## src/rtl/apb_bridge_pkg.sv

```systemverilog
// ---------------------------------------------------------------------------
// apb_bridge_pkg : shared state encoding for the APB master bridge
// Rev 1.0
// ---------------------------------------------------------------------------
`default_nettype none

package apb_bridge_pkg;

    localparam logic [1:0] c_ST_IDLE   = 2'd0;
    localparam logic [1:0] c_ST_SETUP  = 2'd1;
    localparam logic [1:0] c_ST_ACCESS = 2'd2;
    localparam logic [1:0] c_ST_RESP   = 2'd3;

    typedef enum logic [1:0] {
        ST_IDLE   = c_ST_IDLE,
        ST_SETUP  = c_ST_SETUP,
        ST_ACCESS = c_ST_ACCESS,
        ST_RESP   = c_ST_RESP
    } state_t;

endpackage

`default_nettype wire

```

## src/rtl/apb_master_bridge_if.sv

```systemverilog
// ---------------------------------------------------------------------------
// apb_master_bridge_if : command/response handshake plus APB3 bus signals
// Rev 1.0
// ---------------------------------------------------------------------------
`default_nettype none

interface apb_master_bridge_if #(
    parameter int ADDR_WIDTH = 8,
    parameter int DATA_WIDTH = 8
);
    logic                  cmd_valid;
    logic                  cmd_ready;
    logic                  cmd_write;
    logic [ADDR_WIDTH-1:0] cmd_addr;
    logic [DATA_WIDTH-1:0] cmd_wdata;

    logic                  rsp_valid;
    logic                  rsp_ready;
    logic [DATA_WIDTH-1:0] rsp_rdata;
    logic                  rsp_err;
    logic                  rsp_timeout;

    logic                  PSEL;
    logic                  PENABLE;
    logic                  PWRITE;
    logic [ADDR_WIDTH-1:0] PADDR;
    logic [DATA_WIDTH-1:0] PWDATA;
    logic [DATA_WIDTH-1:0] PRDATA;
    logic                  PREADY;
    logic                  PSLVERR;

    modport master (
        input  cmd_valid, cmd_write, cmd_addr, cmd_wdata, rsp_ready,
               PRDATA, PREADY, PSLVERR,
        output cmd_ready, rsp_valid, rsp_rdata, rsp_err, rsp_timeout,
               PSEL, PENABLE, PWRITE, PADDR, PWDATA
    );

    modport slave (
        output cmd_valid, cmd_write, cmd_addr, cmd_wdata, rsp_ready,
               PRDATA, PREADY, PSLVERR,
        input  cmd_ready, rsp_valid, rsp_rdata, rsp_err, rsp_timeout,
               PSEL, PENABLE, PWRITE, PADDR, PWDATA
    );

endinterface

`default_nettype wire

```

## src/rtl/apb_wait_timer.sv

```systemverilog
// ---------------------------------------------------------------------------
// apb_wait_timer : saturating wait-state counter with expiry flag
// Rev 1.0
// ---------------------------------------------------------------------------
`default_nettype none

module apb_wait_timer #(
    parameter int TIMEOUT = 16
) (
    input  wire logic clk,
    input  wire logic rst,
    input  wire logic i_clear,
    input  wire logic i_enable,
    output logic      o_expire
);

    generate
        if (TIMEOUT == 0) begin : g_no_timeout
            logic w_unused;
            assign w_unused = ^{clk, rst, i_clear, i_enable};
            assign o_expire = 1'b0;
        end else begin : g_timeout
            localparam int c_CW = $clog2(TIMEOUT + 1);
            localparam logic [c_CW-1:0] c_MAX  = c_CW'(TIMEOUT);
            localparam logic [c_CW-1:0] c_LAST = c_CW'(TIMEOUT - 1);

            logic [c_CW-1:0] r_count;

            always_ff @(posedge clk) begin
                if (rst || i_clear) begin
                    r_count <= '0;
                end else if (i_enable && (r_count != c_MAX)) begin
                    r_count <= r_count + c_CW'(1);
                end
            end

            // Fires during the TIMEOUT-th consecutive low cycle so the bridge
            // leaves ACCESS on that same edge.
            assign o_expire = i_enable && (r_count == c_LAST);
        end
    endgenerate

endmodule

`default_nettype wire

```

## src/rtl/apb_master_bridge.sv

```systemverilog
// ---------------------------------------------------------------------------
// apb_master_bridge : single-outstanding valid/ready to APB3 initiator
// Rev 1.0
// ---------------------------------------------------------------------------
`default_nettype none

module apb_master_bridge
    import apb_bridge_pkg::*;
#(
    parameter int ADDR_WIDTH = 8,
    parameter int DATA_WIDTH = 8,
    parameter int TIMEOUT    = 16
) (
    input  wire logic            PCLK,
    input  wire logic            PRESET,
    apb_master_bridge_if.master  bus
);

    state_t                r_state;
    logic                  r_cmd_ready;
    logic                  r_rsp_valid;
    logic [DATA_WIDTH-1:0] r_rsp_rdata;
    logic                  r_rsp_err;
    logic                  r_rsp_timeout;
    logic                  r_psel;
    logic                  r_penable;
    logic                  r_pwrite;
    logic [ADDR_WIDTH-1:0] r_paddr;
    logic [DATA_WIDTH-1:0] r_pwdata;

    logic w_accept;
    logic w_wait;
    logic w_expire;

    assign w_accept = (r_state == ST_IDLE) && bus.cmd_valid;
    assign w_wait   = (r_state == ST_ACCESS) && !bus.PREADY;

    apb_wait_timer #(
        .TIMEOUT (TIMEOUT)
    ) u_wait_timer (
        .clk      (PCLK),
        .rst      (PRESET),
        .i_clear  (w_accept),
        .i_enable (w_wait),
        .o_expire (w_expire)
    );

    always_ff @(posedge PCLK) begin
        if (PRESET) begin
            r_state       <= ST_IDLE;
            r_cmd_ready   <= 1'b1;
            r_rsp_valid   <= 1'b0;
            r_rsp_rdata   <= '0;
            r_rsp_err     <= 1'b0;
            r_rsp_timeout <= 1'b0;
            r_psel        <= 1'b0;
            r_penable     <= 1'b0;
            r_pwrite      <= 1'b0;
            r_paddr       <= '0;
            r_pwdata      <= '0;
        end else begin
            case (r_state)
                ST_IDLE: begin
                    if (bus.cmd_valid) begin
                        r_pwrite    <= bus.cmd_write;
                        r_paddr     <= bus.cmd_addr;
                        r_pwdata    <= bus.cmd_write ? bus.cmd_wdata : '0;
                        r_psel      <= 1'b1;
                        r_cmd_ready <= 1'b0;
                        r_state     <= ST_SETUP;
                    end
                end
                ST_SETUP: begin
                    r_penable <= 1'b1;
                    r_state   <= ST_ACCESS;
                end
                ST_ACCESS: begin
                    // A completing slave takes priority over a coincident timeout.
                    if (bus.PREADY) begin
                        r_rsp_rdata   <= r_pwrite ? '0 : bus.PRDATA;
                        r_rsp_err     <= bus.PSLVERR;
                        r_rsp_timeout <= 1'b0;
                        r_rsp_valid   <= 1'b1;
                        r_psel        <= 1'b0;
                        r_penable     <= 1'b0;
                        r_state       <= ST_RESP;
                    end else if (w_expire) begin
                        r_rsp_rdata   <= '0;
                        r_rsp_err     <= 1'b1;
                        r_rsp_timeout <= 1'b1;
                        r_rsp_valid   <= 1'b1;
                        r_psel        <= 1'b0;
                        r_penable     <= 1'b0;
                        r_state       <= ST_RESP;
                    end
                end
                ST_RESP: begin
                    if (bus.rsp_ready) begin
                        r_rsp_valid <= 1'b0;
                        r_cmd_ready <= 1'b1;
                        r_state     <= ST_IDLE;
                    end
                end
                default: begin
                    r_state <= ST_IDLE;
                end
            endcase
        end
    end

    assign bus.cmd_ready   = r_cmd_ready;
    assign bus.rsp_valid   = r_rsp_valid;
    assign bus.rsp_rdata   = r_rsp_rdata;
    assign bus.rsp_err     = r_rsp_err;
    assign bus.rsp_timeout = r_rsp_timeout;
    assign bus.PSEL        = r_psel;
    assign bus.PENABLE     = r_penable;
    assign bus.PWRITE      = r_pwrite;
    assign bus.PADDR       = r_paddr;
    assign bus.PWDATA      = r_pwdata;

endmodule

`default_nettype wire

```

## src/flat_wrapper.sv

```systemverilog
// flat-port wrapper written by rule: the top's interface ports become plain ports
module apb_master_bridge_flat import apb_bridge_pkg::*;
#(
    parameter int ADDR_WIDTH = 8,
    parameter int DATA_WIDTH = 8,
    parameter int TIMEOUT    = 16
)
  (PCLK, PRESET, bus_cmd_valid, bus_cmd_write, bus_cmd_addr, bus_cmd_wdata, bus_rsp_ready, bus_PRDATA, bus_PREADY, bus_PSLVERR, bus_cmd_ready, bus_rsp_valid, bus_rsp_rdata, bus_rsp_err, bus_rsp_timeout, bus_PSEL, bus_PENABLE, bus_PWRITE, bus_PADDR, bus_PWDATA);
  apb_master_bridge_if #(.ADDR_WIDTH(ADDR_WIDTH), .DATA_WIDTH(DATA_WIDTH)) bus_i ();
  input  wire logic PCLK;
  input  wire logic PRESET;
  input wire logic [$bits(bus_i.cmd_valid)-1:0] bus_cmd_valid;
  input wire logic [$bits(bus_i.cmd_write)-1:0] bus_cmd_write;
  input wire logic [$bits(bus_i.cmd_addr)-1:0] bus_cmd_addr;
  input wire logic [$bits(bus_i.cmd_wdata)-1:0] bus_cmd_wdata;
  input wire logic [$bits(bus_i.rsp_ready)-1:0] bus_rsp_ready;
  input wire logic [$bits(bus_i.PRDATA)-1:0] bus_PRDATA;
  input wire logic [$bits(bus_i.PREADY)-1:0] bus_PREADY;
  input wire logic [$bits(bus_i.PSLVERR)-1:0] bus_PSLVERR;
  output wire logic [$bits(bus_i.cmd_ready)-1:0] bus_cmd_ready;
  output wire logic [$bits(bus_i.rsp_valid)-1:0] bus_rsp_valid;
  output wire logic [$bits(bus_i.rsp_rdata)-1:0] bus_rsp_rdata;
  output wire logic [$bits(bus_i.rsp_err)-1:0] bus_rsp_err;
  output wire logic [$bits(bus_i.rsp_timeout)-1:0] bus_rsp_timeout;
  output wire logic [$bits(bus_i.PSEL)-1:0] bus_PSEL;
  output wire logic [$bits(bus_i.PENABLE)-1:0] bus_PENABLE;
  output wire logic [$bits(bus_i.PWRITE)-1:0] bus_PWRITE;
  output wire logic [$bits(bus_i.PADDR)-1:0] bus_PADDR;
  output wire logic [$bits(bus_i.PWDATA)-1:0] bus_PWDATA;
  assign bus_i.cmd_valid = bus_cmd_valid;
  assign bus_i.cmd_write = bus_cmd_write;
  assign bus_i.cmd_addr = bus_cmd_addr;
  assign bus_i.cmd_wdata = bus_cmd_wdata;
  assign bus_i.rsp_ready = bus_rsp_ready;
  assign bus_i.PRDATA = bus_PRDATA;
  assign bus_i.PREADY = bus_PREADY;
  assign bus_i.PSLVERR = bus_PSLVERR;
  assign bus_cmd_ready = bus_i.cmd_ready;
  assign bus_rsp_valid = bus_i.rsp_valid;
  assign bus_rsp_rdata = bus_i.rsp_rdata;
  assign bus_rsp_err = bus_i.rsp_err;
  assign bus_rsp_timeout = bus_i.rsp_timeout;
  assign bus_PSEL = bus_i.PSEL;
  assign bus_PENABLE = bus_i.PENABLE;
  assign bus_PWRITE = bus_i.PWRITE;
  assign bus_PADDR = bus_i.PADDR;
  assign bus_PWDATA = bus_i.PWDATA;
  apb_master_bridge #(.ADDR_WIDTH(ADDR_WIDTH), .DATA_WIDTH(DATA_WIDTH), .TIMEOUT(TIMEOUT)) u_core (.PCLK(PCLK), .PRESET(PRESET), .bus(bus_i));
endmodule
```

## config.mk

```make
export PLATFORM = sky130hd
export DESIGN_NAME = apb_master_bridge_flat
export DESIGN_NICKNAME = d
export VERILOG_FILES = /design/src/rtl/apb_bridge_pkg.sv /design/src/rtl/apb_master_bridge_if.sv /design/src/rtl/apb_wait_timer.sv /design/src/rtl/apb_master_bridge.sv /design/src/flat_wrapper.sv
export SDC_FILE = /design/constraint.sdc
export NUM_CORES = 1
export LEC_CHECK = 0
export CAP_MARGIN = 20
export CORE_MARGIN = 4
export CORE_UTILIZATION = 58
export CTS_BUF_LIST = sky130_fd_sc_hd__clkbuf_2
export DETAILED_ROUTE_END_ITERATION = 16
export DONT_BUFFER_PORTS = 1
export GPL_TIMING_DRIVEN = 1
export PLACE_DENSITY = 0.74
export SETUP_SLACK_MARGIN = 0.15
export SLEW_MARGIN = 40
export SYNTH_ARGS = -nofsm -noshare
export SYNTH_HDL_FRONTEND = slang
export SYNTH_SLANG_ARGS = --single-unit
```

## constraint.sdc

```tcl
create_clock -name PCLK -period 1.7 [get_ports PCLK]
set_clock_uncertainty 0.15 [all_clocks]
set_input_delay 0 -clock PCLK [delete_from_list [all_inputs] [get_ports PCLK]]
set_output_delay 0 -clock PCLK [all_outputs]
set_load 0.01 [all_outputs]
```

# [Yosys cells after proc, flatten, opt, wreduce, memory -nomap -nowiden]
# Index checks and enable logic that the tools add are counted.
[totals] register_bits=38 mem_bits_ro=0 ramBits=0 elab_cells=63 latchBits=0 n_memories=0 input_bits=31 output_inout_bits=31
[classes] n_addsub=1 bitwise_logic=0 shifts=0 n_reduce_logical=19 magnitude_cmp=0 mux=23 eq_ne=8 n_div=0 mul=0
[op_table] op="8-bit 2-to-1 mux" n=4
[op_table] op="3-bit AND reduction" n=4
[op_table] op="1-bit 2-to-1 mux" n=10
[op_table] op="2-bit nonzero test" n=5
[op_table] op="2-bit 2-to-1 mux" n=4
[op_table] op="1-bit one-hot mux with 2 select lines" n=4
[op_table] op="2-bit one-hot mux with 4 select lines" n=1
[op_table] op="2-bit AND reduction" n=3
[op_table] op="5-bit by 1-bit adder with 5-bit output (second input constant)" n=1
[op_table] op="5-bit by 4-bit == test with 1-bit output (second input constant)" n=1
[op_table] op="5-bit inequality test (second input constant)" n=1
[op_table] op="2-bit == test (second input constant)" n=2
[op_table] op="1-bit logical AND" n=4
[op_table] op="2-bit inequality test (second input constant)" n=2
[op_table] op="3-bit inequality test (second input constant)" n=1
[op_table] op="2-bit by 1-bit == test with 1-bit output (second input constant)" n=1
[op_table] op="2-bit logical NOT" n=1
[op_table] op="1-bit logical NOT" n=1
[op_table] op="1-bit logical OR" n=1

# [Logic depth before layout (Yosys ltp)]
# Gate-level depths: netlist (run 1).
[logic_depth] ltp_word=6 depth_mapped=7 depth_no_buf=6

# [Cells and area by module]
# A second synthesis (run 1) with hierarchy kept.
[unflattened] hier_cells=173 area_unflattened_um2=1594.0
[by_module_without_submodules] mod="apb_master_bridge" instances=1 area_each_um2=1307.5 cells_per_inst=142
[by_module_without_submodules] mod="apb_wait_timer" instances=1 area_each_um2=286.5 cells_per_inst=31

# [Least setup slack after synthesis (run 1)]
# OpenSTA, ideal clock, no wires.
[synth_timing] kind="register to register" from="reg u_core.u_wait_timer.g_timeout.r_count[0]" to="reg u_core.r_rsp_err, in the netlist u_core.bus.rsp_err" t_arrival_ns=1.503 stages_incl_launch_ff=7 synth_period_minus_slack_ns=1.772 required_ns=1.431 slack_ns=-0.072 setup_ns=0.119 path_cell_list="dfxtp_1 ha_1 and3_1 ha_1 o21a_1 buf_4 o221a_2"
[synth_between] elab_chain_len=4
[synth_lines] item="from (decl)" line_no="apb_wait_timer.sv:27" source="logic [c_CW-1:0] r_count;"
[synth_lines] item="from (signal assigned)" line_no="apb_wait_timer.sv:33" source="r_count <= r_count + c_CW'(1);"
[synth_lines] item="5-bit by 4-bit == test with 1-bit output" line_no="apb_wait_timer.sv:39" source="assign o_expire = i_enable && (r_count == c_LAST);"
[synth_lines] item="1-bit logical AND" line_no="apb_wait_timer.sv:39"
[synth_lines] item="2-bit nonzero test (no source line)"
[synth_lines] item="2-bit AND reduction (no source line)"
[synth_lines] item="to (signal assigned)" line_no="apb_master_bridge.sv:81" source="r_rsp_err <= bus.PSLVERR;"
[synth_lines] item="to (decl)" line_no="apb_master_bridge.sv:23" source="logic r_rsp_err;"
# Every way passes these cells.
# A chain may end at the register's enable or synchronous reset.

# [Worst setup path in the final report (run 1)]
[layout_timing] from="reg u_core.u_wait_timer.g_timeout.r_count[1]" to="reg u_core.r_rsp_valid, in the netlist u_core.bus.rsp_valid"
[layout_between] elab_chain_len=4
[layout_lines] item="5-bit by 4-bit == test with 1-bit output" line_no="apb_wait_timer.sv:39"
[layout_lines] item="1-bit logical AND" line_no="apb_wait_timer.sv:39"
[layout_lines] item="3-bit inequality test (no source line)"
[layout_lines] item="3-bit AND reduction (no source line)"
[layout_lines] item="to (signal assigned)" line_no="apb_master_bridge.sv:52" source="r_rsp_valid <= 1'b0;"
[layout_lines] item="to (signal assigned)" line_no="apb_master_bridge.sv:83" source="r_rsp_valid <= 1'b1;"
[layout_lines] item="to (signal assigned)" line_no="apb_master_bridge.sv:91" source="r_rsp_valid <= 1'b1;"
[layout_lines] item="to (decl)" line_no="apb_master_bridge.sv:21" source="logic r_rsp_valid;"
# Every way passes these cells.

==> results of run 1 <==
-- layer usage --
metal / GRT usage [%] / part of all wire [%] / wire, um
met4: 5.70 / 0.65 / 25
met1: 24.3 / 37 / 1410
met3: 9.07 / 11 / 439
met5: 0 / 0 / 0
met2: 35.8 / 51 / 1940
-- flip-flops by register name (all words and copies together), names as in the netlist --
register / cells
u_core.bus.PSEL: 1
u_core.r_state: 2
u_core.bus.PWRITE: 1
u_core.u_wait_timer.g_timeout.r_count: 5
u_core.bus.rsp_err: 1
u_core.bus.rsp_timeout: 1
u_core.bus.cmd_ready: 1
u_core.bus.PADDR: 8
u_core.bus.PWDATA: 8
u_core.bus.rsp_valid: 1
u_core.bus.PENABLE: 1
u_core.bus.rsp_rdata: 8
-- what timing repair did --
action / CTS / global route
buffers inserted: 2 / 0
pin swaps: 1 / 0
endpoints found under the hold margin: 38 / 38
hold buffers: 11 / 2
gates resized for setup: 6 / 9
endpoints found under the setup margin: 16 / 21
-- cell usage after synthesis --
cell,number
dfxtp_1,38
nand2_1,29
a21oi_1,24
nand3_1,10
a22o_1,8
inv_1,7
ha_1,6
nor2b_1,5
o21ai_0,5
nor2_1,4
buf_2,3
a211oi_1,2
a21o_1,2
buf_4,2
buf_6,2
clkbuf_1,2
nand2b_1,2
or3_1,2
a221oi_1,1
a311oi_1,1
a41o_1,1
and2_1,1
and3_1,1
and3_4,1
and4bb_2,1
mux2i_1,1
nand2b_4,1
nand4_1,1
nand4bb_1,1
nor3_2,1
nor3b_2,1
o211a_1,1
o21a_1,1
o21ai_1,1
o21bai_1,1
o221a_2,1
o31ai_1,1
-- report_power, final --
group,leakage [nW],total (W),internal (W),switching (W)
Sequential,0.311,0.00119,0.00103,0.000159
Combinational,0.355,0.000754,0.000356,0.000398
Clock,0.0365,0.000519,0.000237,0.000282
Total,0.703,0.00246,0.00162,0.000839
-- final timing paths --
kind | cells past startpoint | slack, ns | end
setup / recovery | 6 | 0.06 | u_core.bus.rsp_valid
hold / removal | 1 | -0.49 | u_core.bus.PSEL
setup reg to reg | 6 | 0.06 | u_core.bus.rsp_valid
hold reg to reg | 2 | 0.36 | u_core.bus.PADDR[7]
-- critical path: stages, from the launching register on --
cell      delay (ns)
dfxtp_2         0.38
ha_4            0.16
and3_4          0.18
ha_4            0.18
nor3b_4         0.22
nand2_1         0.08
a311oi_1        0.23
-- kinds of logic after synthesis --
family | count (synthesis)
AND/OR/NAND/NOR | 61
buffers and inverters | 16
AO/OA/AOI/OAI | 50
multiplexers | 1
adder cells (fa/ha/maj) | 6
flip-flops | 38
-- through the flow --
step           instance area, um2  hold slack [ns]  TNS (ns)  std cells  worst slack, ns
2_1_floorplan                1630          -0.0245         0        172           0.0638
6_report                     1900           -0.492         0        218           0.0602
5_1_grt                      1900           -0.538   -0.0587        218          -0.0486
4_1_cts                      1840           -0.503         0        216           0.0780
3_3_place_gp                 1630          -0.0773         0        196           0.0230
3_5_place_dp                 1630          -0.0748   -0.0276        196          -0.0141
-- final cells by class --
class | count | area share, %
clock buffers | 5 | 1.32
clock inverters | 2 | 1.78
inverters | 7 | 1.38
multi-input cells | 118 | 44.4
flip-flops and latches | 38 | 40.3
well taps | 30 | 1.98
repair buffers | 18 | 8.83
==> out/qor.csv, run 1 <==
metric,value,unit
Max Fclk,610,MHz
post-DP HPWL,2570,um
mux cell area share after synthesis,0.636,%
vias,1317,
multi-input logic area,842,um2
final hold violation count,37,
first-pass GRT wire length,5680,um
power density cells,1300,nW/um2
Tmin final,1.64,ns
synth top area cells,"dfxtp_1 (48%), a21oi_1 (7.6%), nand2_1 (6.9%), ha_1 (4.8%), a22o_1 (4.5%)",
Slew HR,67.3,%
Top Ports,62,
Max-Cap Viols,0,
1st-iter DRT viols,71,
CTS Buffer Depth,2,
ANT cells,0,
final core utilization,75.2,%
compound-cell area share of the yosys netlist,20.4,%
CTS tree,built,
Inserted Clock Buffers,5,
# rows,18,
Core Footprint,2520,um2
Leakage Power,0.703,nW
vias in the first global route,1239,
Clock Latency Late Sink,0.38,ns
Syn Area/Cell,9.15,um2
"CTS clk-pin slew, worst paths",0.19,ns
Post-Synth Simple-Gate Area,20.3,%
Synth area leader,dfxtp_1,
WHS,-0.492,ns
failing checks,negative hold slack,
Die ar.,3610,um2
final setup fails,0,
Buffers on Ports,0,
Max Slew Vio Count,0,
number of library cell types mapped by synthesis,37,
H-tree levels,2,
critical path class,reg -> reg,
main combinational cell family by area after synthesis,compound AO/OA/AOI/OAI gates,
CP Max Fanout,6,
GRT Resource Usage Total,21.2,%
layout cells sized above 1,18.6,%
Syn. warnings,0,
"commonest non-fill, non-tap cell in the layout",dfxtp_1,
Final period util,96.5,%
Seq. cell area,766,um2
Worst-Margin Slew,0.489,ns
Mapped Cells,172,
Hold Startpoint,PRESET,
synthesized area,1570,um2
CP startpoint,u_core.u_wait_timer.g_timeout.r_count[1],
Initial Util,62.4,%
root buffer cell,clkbuf_2,
Synth Net Count,209,
Post-Synth XOR/XNOR Area,0,%
Fillers,186,
routed wire length,3820,um
Final Power,0.00246,W
maximum vdd drop,954,uV
aggregate global routing overflow,0,
antenna violations before repair,0,
CTS Sinks,38,
Yosys reg bits,38,
Final ANT Viol Nets,0,
reg2reg start,u_core.u_wait_timer.g_timeout.r_count[1],
GPL Wtd Cong,0.739,
Die Y,60.1,um
Wirelength per Cell,17.5,um
outcome,finished with violations,
Adder-Cell Fraction of Synth Area,4.77,%
Critical Path AT,1.80,ns
most frequent cells in the layout,"dfxtp_1 (34), nand2_1 (29), a21oi_1 (23), dlygate4sd3_1 (13), nand3_1 (10)",
drt drc,0,
Die X,60.1,um
synthesis-to-layout area growth,20.6,%
RSZ-0062 raised after global routing,true,
worst path required time,1.86,ns
Total Nets Final,225,
sequential fraction of the synthesis area,48.3,%
Worst Setup Start Kind,register,
Detailed Routing Iterations Pass 1,4,
top-area cell type share of the netlist area,48.3,%
Tightest Hold Check Type,in -> reg,
via/cell ratio,6.04,
pin count of the biggest net entering global routing,24,
endpoint class of the critical path,register,
No activity file was read; power rests on OpenSTA's default activity.
==> run 2: changes to the inputs <==
--- a/config.mk
+++ b/config.mk
@@ -17,4 +17,5 @@
 export SLEW_MARGIN = 40
 export SYNTH_ARGS = -nofsm -noshare
 export SYNTH_HDL_FRONTEND = slang
+export SYNTH_HIERARCHICAL = 1
 export SYNTH_SLANG_ARGS = --single-unit
==> run 2 against run 1 <==
The run ends with negative hold slack, negative setup slack left. Cell count grew 11%. Clock-buffer cell count is the same. Register-to-register slack lost 0.10 ns. Synthesized cell count grew 0.58%. Power grew 0.56%. Critical path type unchanged. Highest routed layer unchanged. Hold slack gained 0.025 ns. Die area grew 1.1%. Synthesized area grew 1.3%. First-iteration DRC count shrank 28%. Utilization grew 7.2 points. Sequential power grew 4%. Combinational power grew 12%.
==> out/qor.csv, run 2 <==
metric,value,unit,change
outcome,finished with violations,,
failing checks,"negative hold slack, negative setup slack",,
total net switching power,0.000954,W,+14%
Clk network pwr share,15.6,%,-5.5 points
Yosys reg bits,38,,unchanged
Reg2Reg Depth,7,,+1
reg2reg start,u_core/u_wait_timer/g_timeout.r_count[0],,
post-DP HPWL,2410,um,-6.1%
Setup WS post-layout,-0.0434,ns,-0.104 ns
Total Nets Final,248,,+10%
synthesis-to-layout area growth,31.7,%,
hold path depth,1,,unchanged
Logic pwr share,34.2,%,+3.6 points
vias,1379,,+4.7%
antenna violations before repair,0,,unchanged
Die ar.,3650,um2,+1.1%
Max-Cap Viols,0,,unchanged
CP dominant cell by count,ha_4,,
sequential share of power,50.2,%,+1.9 points
CTS Hold Bufs,30,,+19
Leakage Power,0.785,nW,+12%
endpoint class of the critical path,register,,
Final period util,103,%,+6.1 points
RSZ-0062 raised after global routing,true,,
CP Cell Sequence,ha_4 > and3_4 > ha_4 > and2_4 > o21a_4 > nor2_4 > a22o_1,,
routed wire length,4050,um,+6.1%
Final ANT Viol Nets,0,,unchanged
vias in the first global route,1353,,+9.2%
Syn. warnings,6,,+6
H-tree levels,2,,unchanged
final hold violation count,20,,-46%
Detailed Routing Iterations Pass 1,4,,unchanged
CTS Buffer Depth,2,,unchanged
sequential fraction of the synthesis area,47.7,%,-0.61 points
synth top area cells,"dfxtp_1 (48%), nand2_1 (8.0%), a21oi_1 (7.2%), ha_1 (5.5%), a22o_1 (4.4%)",,
top_reg_cell synth,dfxtp_1,,
power density cells,1180,nW/um2,-9.1%
top-area cell type share of the netlist area,47.7,%,-0.61 points
Worst path max stage delay,0.37,ns,about the same
"CTS clk-pin slew, worst paths",0.20,ns,about the same
Inserted Clock Buffers,5,,unchanged
Hold Startpoint,bus_PREADY,,
number of library cell types mapped by synthesis,36,,-2.7%
GPL Wtd Cong,0.769,,+4.1%
dpl cell area,1690,um2,+4.0%
"commonest non-fill, non-tap cell in the layout",dfxtp_1,,
r2r endpoint,u_core/bus.rsp_rdata[5],,
Tightest Hold Check Type,in -> reg,,
Worst-Margin Slew,0.352,ns,-0.137 ns
Commonest cells post-synth,"dfxtp_1 (38), nand2_1 (34), a21oi_1 (23)",,
CP max stage cell,dfxtp_2,,
Top Ports,62,,unchanged
Slew HR,76.5,%,+9.2 points
Synth area leader,dfxtp_1,,
most frequent cells in the layout,"dfxtp_1 (34), nand2_1 (33), dlygate4sd3_1 (29), a21oi_1 (23)",,
root buffer cell,clkbuf_2,,
asr flop ratio synth,0,%,unchanged
CP Max Fanout,8,,+2
Critical Path AT,1.93,ns,+0.13 ns
via/cell ratio,5.72,,-5.3%
design area,2100,um2,+11%
# rows,18,,unchanged
layout cells sized above 1,21.3,%,+2.7 points
ANT cells,0,,unchanged
Synth Net Count,211,,+0.96%
"worst slack, placed",-0.0710,ns,-0.0569 ns
WHS Endpoint,u_core/bus.rsp_timeout,,
Buffers on Ports,0,,unchanged
final setup fails,8,,+8
Core Footprint,2540,um2,+0.89%
Clock Latency Late Sink,0.37,ns,about the same
Worst Setup Start Kind,register,,
Post-synth EDFFs,0,,unchanged
pin count of the biggest net entering global routing,30,,+25%
Max Fclk,574,MHz,-5.9%
WHS,-0.467,ns,+0.0247 ns
first-pass GRT wire length,6180,um,+8.9%
1st-iter DRT viols,51,,-28%
Sw Ratio,38.6,%,+4.5 points
Power Internal,0.00152,W,-6.2%
most frequent cell after synthesis,dfxtp_1,,
drt drc,0,,unchanged
Die Y,60.4,um,+0.55%
Wirelength per Cell,16.8,um,-4.1%
CTS tree,built,,
Max Slew Vio Count,0,,unchanged
Tmin final,1.74,ns,+0.104 ns
Syn Area/Cell,9.21,um2,+0.69%
FF-to-FF setup slack,-0.04,ns,-0.10 ns
Mapped Cells,173,,+0.58%
worst path required time,1.89,ns,+0.03 ns
maximum vdd drop,884,uV,-7.3%
critical path class,reg -> reg,,
Final Power,0.00247,W,+0.56%
Die X,60.4,um,+0.55%
GRT Resource Usage Total,23.1,%,+1.9 points
Initial Util,62.6,%,+0.23 points
synthesized area,1590,um2,+1.3%
aggregate global routing overflow,0,,unchanged
CTS Sinks,38,,unchanged
==> run 2: through the flow <==
step                cells  hold slack, ns  util, %  setup TNS (ns)
CTS                   239          -0.476     80.8          -0.323
global placement      201         -0.0768     66.6          -0.104
floorplan             173         -0.0544        -               0
detailed placement    201         -0.0739     66.6          -0.549
global route          241          -0.518     82.5           -1.01
finish                241          -0.467     82.5          -0.252
==> run 2: cell families after synthesis <==
| kind of cell | after synthesis | share of synthesized area, % |
|---|---|---|
| buffers and inverters | 16 | 5.02 |
| flip-flops | 38 | 47.7 |
| multiplexers | 3 | 1.88 |
| AO/OA/AOI/OAI | 42 | 18.2 |
| XOR/XNOR | 2 | 1.10 |
| AND/OR/NAND/NOR | 65 | 20.6 |
| adder cells (fa/ha/maj) | 7 | 5.49 |
==> run 2: power groups by stage <==
stage               Combinational (W)  Sequential (W)  Clock, W
floorplan                    0.000611         0.00122         0
global placement             0.000673         0.00125         0
detailed placement           0.000702         0.00125         0
CTS                          0.000780         0.00124  0.000401
global route                 0.000937         0.00126  0.000439
finish                       0.000846         0.00124  0.000386
==> run 2: routing by layer <==
layer / global-route usage [%] / vias to the layer above / routed length (um)
met1: 22.8 / 643 / 1430
met2: 43.2 / 59 / 2190
li1: - / 665 / -
met3: 10.0 / 12 / 356
met4: 7.74 / 0 / 76
met5: 0 / - / 0
==> run 2: worst max-delay path, delay by kind of cell (launching register included) <==
family	cells	cell delay, ns
fa+ha+maj	2	0.29
simple gates	3	0.50
compound gates	2	0.40
flops	1	0.37
==> run 2: area by class of cell <==
class                           count  area (um2)
Inverter                            9        38.8
Multi-Input combinational cell    119         845
Tap cell                           30        37.5
Timing Repair Buffer               37         367
Fill cell                         150         445
Sequential cell                    38         771
Clock inverter                      3        16.3
Clock buffer                        5        25.0
==> run 2: how the worst max path moves through the flow <==
stage | start | endpoint | slack (ns) | cells past startpoint
floorplan | u_core/r_state[0] | u_core/r_state[1] | 0.006 | 9
global placement | u_core/u_wait_timer/g_timeout.r_count[1] | u_core/bus.rsp_rdata[5] | -0.01 | 7
detailed placement | u_core/u_wait_timer/g_timeout.r_count[1] | u_core/bus.rsp_rdata[7] | -0.07 | 7
CTS | u_core/u_wait_timer/g_timeout.r_count[0] | u_core/bus.rsp_rdata[2] | -0.04 | 7
global route | u_core/u_wait_timer/g_timeout.r_count[0] | u_core/bus.rsp_rdata[5] | -0.12 | 7
finish | u_core/u_wait_timer/g_timeout.r_count[0] | u_core/bus.rsp_rdata[5] | -0.04 | 7
==> run 2: what timing repair did <==
action | in CTS | in global routing
setup buffers | 0 | 2
endpoints found under the hold margin | 38 | 20
pin swaps | 8 | 5
setup endpoints to repair | 14 | 32
cloned | 0 | 0
resized for setup | 1 | 9
==> run 3: changes to the inputs <==
--- a/config.mk
+++ b/config.mk
@@ -6,9 +6,10 @@
 export NUM_CORES = 1
 export LEC_CHECK = 0
 export CAP_MARGIN = 20
+export CORE_ASPECT_RATIO = 1.2
 export CORE_MARGIN = 4
 export CORE_UTILIZATION = 58
-export CTS_BUF_LIST = sky130_fd_sc_hd__clkbuf_2
+export CTS_BUF_LIST = sky130_fd_sc_hd__clkbuf_4 sky130_fd_sc_hd__clkbuf_8
 export DETAILED_ROUTE_END_ITERATION = 16
 export DONT_BUFFER_PORTS = 1
 export GPL_TIMING_DRIVEN = 1
==> run 3 against run 2 <==
The flow still finishes with violations (negative hold slack, negative setup slack). Setup slack worse by 0.055 ns. Combinational power increased by 8.0%. Wire length grew 21%. Sequential cell count did not move. Critical path depth is the same. Critical path type unchanged.
==> out/qor.csv, run 3 (synthesis results as in run 2) <==
metric,value,unit,change
Final Power,0.00297,W,+20%
Clock Latency Late Sink,0.35,ns,-0.02 ns
maximum vdd drop,1330,uV,+50%
CTS Hold Bufs,30,,unchanged
Max-Cap Viols,0,,unchanged
root buffer cell,clkbuf_4,,
design area,2210,um2,+5.1%
WHS,-0.396,ns,+0.0710 ns
Slew HR,74.9,%,-1.5 points
CTS Sinks,38,,unchanged
"CTS clk-pin slew, worst paths",0.11,ns,-0.09 ns
r2r endpoint,u_core/bus.rsp_rdata[0],,
CP startpoint,u_core/u_wait_timer/g_timeout.r_count[0],,
1st-iter DRT viols,80,,+57%
routed wire length,4890,um,+21%
endpoint class of the critical path,register,,
RSZ-0062 raised after global routing,true,,
layout cells sized above 1,22.9,%,+1.6 points
power density cells,1340,nW/um2,+14%
M3 GR Usage,9.43,%,-0.57 points
dpl cell area,1710,um2,+0.67%
Worst Setup Start Kind,register,,
final setup fails,10,,+2
drt drc,0,,unchanged
grt met2 use,49.6,%,+6.3 points
Final period util,106,%,+3.2 points
ANT cells,0,,unchanged
Die X,55.9,um,-7.6%
Max Slew Vio Count,0,,unchanged
reg2reg start,u_core/u_wait_timer/g_timeout.r_count[0],,
pin count of the biggest net entering global routing,30,,unchanged
Buffers on Ports,0,,unchanged
Max Fclk,556,MHz,-3.1%
Worst-Margin Slew,0.375,ns,+0.0230 ns
Setup WS post-layout,-0.0986,ns,-0.0552 ns
Setup TNS,-0.389,ns,-0.137 ns
non-filler instance count after layout,247,,+2.5%
H-tree levels,2,,unchanged
FF-to-FF setup slack,-0.1,ns,-0.06 ns
synthesis-to-layout area growth,38.5,%,
most frequent cells in the layout,"nand2_1 (34), dfxtp_1 (34), dlygate4sd3_1 (29), a21oi_1 (22), buf_4 (9)",,
final hold violation count,20,,unchanged
outcome,finished with violations,,
Wirelength per Cell,19.8,um,+18%
post-DP HPWL,2660,um,+11%
global routing usage on met1,26.8,%,+4.0 points
Reg2Reg Depth,7,,unchanged
via/cell ratio,5.87,,+2.7%
Tightest Hold Check Type,in -> reg,,
critical path class,reg -> reg,,
placed cells,205,,+2.0%
CTS Buffer Depth,2,,unchanged
Initial Util,61.8,%,-0.79 points
Inserted Clock Buffers,5,,unchanged
vias,1451,,+5.2%
CP Max Fanout,8,,unchanged
# rows,20,,+2
Hold Startpoint,bus_PREADY,,
aggregate global routing overflow,0,,unchanged
failing checks,"negative hold slack, negative setup slack",,
Die ar.,3650,um2,about the same
Final ANT Viol Nets,0,,unchanged
Core Footprint,2580,um2,+1.3%
Top Ports,62,,unchanged
vias in the first global route,1459,,+7.8%
Die Y,65.4,um,+8.3%
worst path required time,1.83,ns,-0.06 ns
first-pass GRT wire length,7340,um,+19%
Setup crit end,u_core/bus.rsp_rdata[0],,
Fillers,127,,-15%
GRT Resource Usage Total,26.4,%,+3.3 points
Detailed Routing Iterations Pass 1,4,,unchanged
Leakage Power,0.841,nW,+7.1%
"worst slack, placed",-0.0636,ns,+0.00743 ns
Critical Path AT,1.93,ns,about the same
antenna violations before repair,0,,unchanged
CTS tree,built,,
Tmin final,1.80,ns,+0.0552 ns
Total Nets Final,251,,+1.2%
most used routing layer in global routing,met2,,
GPL Wtd Cong,0.788,,+2.5%
[run 3: per-stage QoR]
stage                     hold slack [ns]  util (%)
after floorplan                   -0.0544         -
after global placement            -0.0774      66.2
after detailed placement          -0.0763      66.2
after CTS                          -0.409      83.3
after global routing               -0.424      85.6
final                              -0.396      85.6
[run 3: report_power, final]
group          internal (W)  switching [W]  leakage (nW)
clock              0.000498       0.000304        0.0585
combinational      0.000382       0.000532         0.471
sequential          0.00105       0.000204         0.311
[run 3: how the worst min path moves through the flow]
stage                              to  cells past startpoint  slack, ns
4_1_cts        u_core/bus.rsp_timeout                      1      -0.41
6_report       u_core/bus.rsp_timeout                      1      -0.40
3_3_place_gp      u_core/bus.PADDR[0]                      1      -0.08
3_5_place_dp      u_core/bus.PADDR[3]                      1      -0.08
5_1_grt        u_core/bus.rsp_timeout                      1      -0.42
2_1_floorplan  u_core/bus.rsp_timeout                      1      -0.05
[run 3: what timing repair did]
action	in CTS	in global routing
buffers inserted	2	2
hold endpoints to repair	38	20
pin swaps	10	5
gates resized for setup	1	10
setup endpoints to repair	14	33
[run 3: critical path: stages (launching register included)]
cell and delay (ns):
dfxtp_2 0.35, ha_4 0.16, and3_4 0.15, ha_4 0.14, and2_4 0.16, o21a_4 0.22, nor2_4 0.20, a22o_1 0.23
[run 3: area by class of cell]
class	instances	area, um2	share of cell area (%)
sequential	38	766	34.7
timing repair buffer	40	393	17.8
inverter	9	41.3	1.87
clock inverter	2	60.1	2.72
multi-input combinational	119	855	38.7
tap	33	41.3	1.87
clock buffer	6	51.3	2.32
[run 3: layer usage]
| layer | part of all wire (%) | up-vias |
|---|---|---|
| met5 | 0 | - |
| met4 | 2.6 | 0 |
| met3 | 9.2 | 14 |
| met2 | 55 | 81 |
| met1 | 33 | 687 |
| li1 | - | 669 |
